`src/rtl/rob_ctrl.sv`:
```
// Reorder-buffer controller: in-order allocate, out-of-order complete,
// in-order retire through one commit port, with flush on redirect.
module rob_ctrl #(
  parameter int DEPTH = 16,
  parameter int IDX_W = $clog2(DEPTH)
) (
  input  logic             clock,
  input  logic             reset_n,
  input  logic             enq_valid,
  output logic             enq_ready,
  input  logic [47:0]      enq_pc,
  input  logic [31:0]      enq_instr,
  input  logic [4:0]       enq_lrd,
  input  logic [5:0]       enq_prd,
  input  logic [5:0]       enq_old_prd,
  output logic [IDX_W-1:0] enq_robidx,
  input  logic             wb_valid,
  input  logic [IDX_W-1:0] wb_robidx,
  output logic             commit_valid,
  input  logic             commit_ready,
  output logic [47:0]      commit_pc,
  output logic [31:0]      commit_instr,
  output logic [4:0]       commit_lrd,
  output logic [5:0]       commit_prd,
  output logic [5:0]       commit_old_prd,
  input  logic             flush,
  output logic [IDX_W:0]   count,
  output logic             empty,
  output logic             full
);

  localparam logic [IDX_W:0] PTR_ONE = 1;

  logic [IDX_W:0]   r_head;
  logic [IDX_W:0]   r_tail;
  logic [DEPTH-1:0] r_valid;
  logic [DEPTH-1:0] r_cmpl;
  logic [47:0]      r_pc     [DEPTH];
  logic [31:0]      r_instr  [DEPTH];
  logic [4:0]       r_lrd    [DEPTH];
  logic [5:0]       r_prd    [DEPTH];
  logic [5:0]       r_old    [DEPTH];

  logic [IDX_W-1:0] w_hidx;
  logic [IDX_W-1:0] w_tidx;
  logic             w_full;
  logic             w_enq_fire;
  logic             w_cmt_fire;

  assign w_hidx     = r_head[IDX_W-1:0];
  assign w_tidx     = r_tail[IDX_W-1:0];
  assign w_full     = (w_hidx == w_tidx) &&
                      (r_head[IDX_W] != r_tail[IDX_W]);
  assign enq_ready  = ~w_full & ~flush;
  assign w_enq_fire = enq_valid & enq_ready;
  assign commit_valid = ~flush & r_valid[w_hidx] & r_cmpl[w_hidx];
  assign w_cmt_fire = commit_valid & commit_ready;

  assign enq_robidx     = w_tidx;
  assign count          = r_tail - r_head;
  assign empty          = (r_head == r_tail);
  assign full           = w_full;
  assign commit_pc      = r_pc[w_hidx];
  assign commit_instr   = r_instr[w_hidx];
  assign commit_lrd     = r_lrd[w_hidx];
  assign commit_prd     = r_prd[w_hidx];
  assign commit_old_prd = r_old[w_hidx];

  // Writeback to a free slot is dropped by the valid check.
  always_ff @(posedge clock or negedge reset_n) begin
    if (!reset_n) begin
      r_head  <= '0;
      r_tail  <= '0;
      r_valid <= '0;
      r_cmpl  <= '0;
    end else if (flush) begin
      r_head  <= '0;
      r_tail  <= '0;
      r_valid <= '0;
      r_cmpl  <= '0;
    end else begin
      if (wb_valid && r_valid[wb_robidx])
        r_cmpl[wb_robidx] <= 1'b1;
      if (w_cmt_fire) begin
        r_valid[w_hidx] <= 1'b0;
        r_cmpl[w_hidx]  <= 1'b0;
        r_head          <= r_head + PTR_ONE;
      end
      if (w_enq_fire) begin
        r_valid[w_tidx] <= 1'b1;
        r_cmpl[w_tidx]  <= 1'b0;
        r_tail          <= r_tail + PTR_ONE;
      end
    end
  end

  always_ff @(posedge clock or negedge reset_n) begin
    if (!reset_n) begin
      for (int i = 0; i < DEPTH; i++) begin
        r_pc[i]    <= '0;
        r_instr[i] <= '0;
        r_lrd[i]   <= '0;
        r_prd[i]   <= '0;
        r_old[i]   <= '0;
      end
    end else if (w_enq_fire) begin
      r_pc[w_tidx]    <= enq_pc;
      r_instr[w_tidx] <= enq_instr;
      r_lrd[w_tidx]   <= enq_lrd;
      r_prd[w_tidx]   <= enq_prd;
      r_old[w_tidx]   <= enq_old_prd;
    end
  end

endmodule

```
`config.mk`:
```
export PLATFORM = sky130hd
export DESIGN_NAME = rob_ctrl
export DESIGN_NICKNAME = d
export VERILOG_FILES = /design/src/rtl/rob_ctrl.sv
export SDC_FILE = /design/constraint.sdc
export NUM_CORES = 2
export LEC_CHECK = 0
export BUFFER_PORTS_ARGS = -buffer_cell sky130_fd_sc_hd__buf_2
export CORE_MARGIN = 4
export CORE_UTILIZATION = 60
export DETAILED_ROUTE_END_ITERATION = 6
export PLACE_DENSITY = 0.77
export SYNTH_ARGS = -nofsm -noshare
export SYNTH_HDL_FRONTEND = slang
export SYNTH_SLANG_ARGS = --single-unit
```
`constraint.sdc`:
```
create_clock -name clock -period 5.17 [get_ports clock]
set_clock_uncertainty 0.2 [all_clocks]
set_input_delay 1.034 -clock clock [delete_from_list [all_inputs] [get_ports clock]]
set_output_delay 1.034 -clock clock [all_outputs]
set_load 0.02 [all_outputs]
```
==> results.txt <==
DRC errors left = 0
Clock Pin Slew Worst Setup and Hold Paths = 0.06 ns
Slew @ Worst Pin = 1.08 ns
CP Max Fanout = 51
Initial DRC count = 3,570
Htree depth = 4
Yosys top cell by area = dfrtp_1
Fin. Hold Viols = 0
Synth top cells by count = dfrtp_1 (1,594), mux2_2 (1,186), nand2_1 (884)
Total Wirelength = 179 mm
Power Internal = 22.1 mW
Post-CTS Setup Inserts = 0
Row cnt = 126
Synth area leaders = dfrtp_1 (55%), mux2_2 (19%), mux4_2 (15%)
Combinational Power Share = 0.100
Worst skew pair latency = 0.77 ns
Cts hold-fix bufs = 0
Initial Utilization = 0.607
Seq pwr share = 0.483
Setup Viol. Count Final = 0
Cells after Synth = 4,860
Post-synthesis cell area = 72,000 sq um
Final setup TNS = 0 ns
Layout cell share with drive strength beyond 1 = 0.454
Switching share of total power = 0.238
Pre-CTS setup slack = 0.999 ns
CTS tree = built
Die X-Extent = 354 microns
Synth Register Bits = 1,594
Post-CTS resize count = 0
Fmax = 206 MHz
Largest net degree at the start of global routing = 127
Power Dens Cells = 362 nW/um^2
Global-route wire length before repair = 278 mm
Die ar. = 126,000 sq um
Max clock buf depth = 3
Peak supply drop = 0.297 mV
Post-synth top area share = 0.554
Root Driver = clkbuf_16
Grt ovf = 0
Register area share after synthesis = 0.554
CTS sink cnt = 1,594
Area delta synth->final = 11.4%
Min-Delay Path Class = in -> async
Post-Synth Adder-Cell Area = 0.00236
Vias per std cell = 6.39
Max-slew headroom = 0.282
Initial antenna violation count = 32
NetSw = 6.92 mW
Setup crit start kind = register
Vias = 42,500
Combinational family with the most area after synthesis = multiplexers
Mean Syn Cell Area = 14.8 sq um
PortBufs = 216
Post-synth top flop = dfrtp_1
DP Wirelength = 95.0 mm
Mux cell area share after synthesis = 0.353
Outcome = completed
CTS Buf Count = 164
Global placement routability congestion = 0.804
Xor-xnor portion of the synthesized cell area = 0.000956
Slew Limit Fails = 0
Distinct cell type count after synthesis = 55
Final Cycle Share = 0.938
Critical Path End Type = output port
Synth Area in Compound Gates = 0.00814
WP data required = 3.94 ns
Final #Nets = 5,028
Core Box Area = 119,000 sq um
Async SR Flop Fraction = 1.00
Avg WL per Cell = 27.0 microns
Arr. time, crit path = 3.62 ns
Count leader, synth = dfrtp_1
Max-cap check violation count = 0
Setup CP Type = reg -> out
Io pins = 217
Final worst slack = 0.321 ns
Post-Synth Simple-Gate Area = 0.0527
Vias in the first global route = 45,100
RSZ-0062 raised after global routing = false
Min cycle time layout = 4.85 ns
Post-DRT Antenna Nets = 0
Synth Warn # = 0
Pre-antenna DRT Iters = 5
Syn Nets = 4,980
Total GRT Usage = 0.290
Leak = 38.5 nW
EDFF count, synth = 0
Die height = 354 microns
Clock power frac = 0.416
-- power by group through the flow --
| stage | sequential [mW] | clock [mW] | combinational [mW] |
|---|---|---|---|
| 6_report | 14.0 | 12.1 | 2.91 |
| 5_1_grt | 14.1 | 12.8 | 3.16 |
| 4_1_cts | 14.0 | 12.3 | 2.96 |
| 3_5_place_dp | 14.2 | 0 | 2.94 |
| 3_3_place_gp | 14.2 | 0 | 2.86 |
| 2_1_floorplan | 14.0 | 0 | 1.95 |
-- sequential cells by signal, indices dropped and copies added (netlist names) --
register and flops:
r_cmpl 16, r_head 5, r_instr 512, r_lrd 80, r_old 96, r_pc 768
r_prd 96, r_tail 5, r_valid 16
-- metrics by stage --
stage,utilization,power (mW),area [sq um],hold WS (ns),instances
3_3_place_gp,0.629,17.0,74600,0.252,6342
3_5_place_dp,0.629,17.2,74600,0.258,6342
6_report,0.676,29.0,80200,0.0785,6650
5_1_grt,0.676,30.1,80100,0.116,6642
4_1_cts,0.676,29.2,80100,0.0762,6638
2_1_floorplan,-,16.0,72000,0.240,4860
-- final timing paths --
check / slack, ns / end / start / cells past startpoint
max in group asynchronous: 3.32 / r_instr[396]$_DFFE_PN0P_ / reset_n / 2
worst max register to register: 0.92 / r_pc[717]$_DFFE_PN0P_ / r_head[2]$_DFFE_PN0P_ / 9
worst max-delay path: 0.32 / commit_prd[5] / r_head[1]$_DFFE_PN0P_ / 5
worst min register to register: 0.27 / r_pc[464]$_DFFE_PN0P_ / r_pc[464]$_DFFE_PN0P_ / 2
min in group clock: 0.27 / r_pc[464]$_DFFE_PN0P_ / r_pc[464]$_DFFE_PN0P_ / 2
worst min-delay path: 0.08 / r_pc[754]$_DFFE_PN0P_ / reset_n / 1
-- layout make-up --
type / count / area [sq um]
Sequential cell: 1594 / 39900
Fill cell: 8136 / 38400
Multi-Input combinational cell: 2829 / 30200
Clock buffer: 246 / 4900
Timing Repair Buffer: 309 / 2440
Tap cell: 1600 / 2000
Clock inverter: 50 / 637
Inverter: 10 / 45.0
Antenna cell: 12 / 30.0
-- cell families after synthesis --
group / count (synthesis)
mux: 1767
flops: 1594
simple gates: 965
buf+inv: 437
compound gates: 77
fa+ha+maj: 13
xor+xnor: 7
-- critical path, stage by stage (launching register included) --
cell     delay, ns
dfrtp_4       0.47
buf_4         0.46
buf_4         0.71
mux4_2        0.40
mux4_2        0.54
buf_2         0.19
-- cells in the final DEF (no fill, tap or decap), types with 8 or more instances in the layout --
master     netlist  layout
dfrtp_1       1594    1591
mux2_1          76      76
o21ai_0         11      11
buf_2          184     215
clkbuf_16        0     165
inv_6            0       9
mux2i_1         12      12
ha_1            12      12
a31oi_1          8       8
clkbuf_1       193      34
clkbuf_8         0      47
mux2_2        1186    1186
a2111oi_2        8       8
bufinv_16        0      12
a21oi_1         20      20
nand2_1        884     880
diode_2          0      12
clkinv_2         0      22
and3_4           0       8
buf_12           0      53
nor2_1          31      31
mux4_2         493     493
buf_4           19      41
inv_1           10       9
-- metal layers --
metal,part of all wire,vias up,track usage,wire [microns]
li1,-,17600,-,-
met1,0.43,23000,0.422,76400
met2,0.48,1490,0.456,85200
met3,0.075,328,0.0607,13400
met4,0.023,26,0.0771,4140
met5,0.00093,-,0,166
No activity file was read; power rests on OpenSTA's default activity.
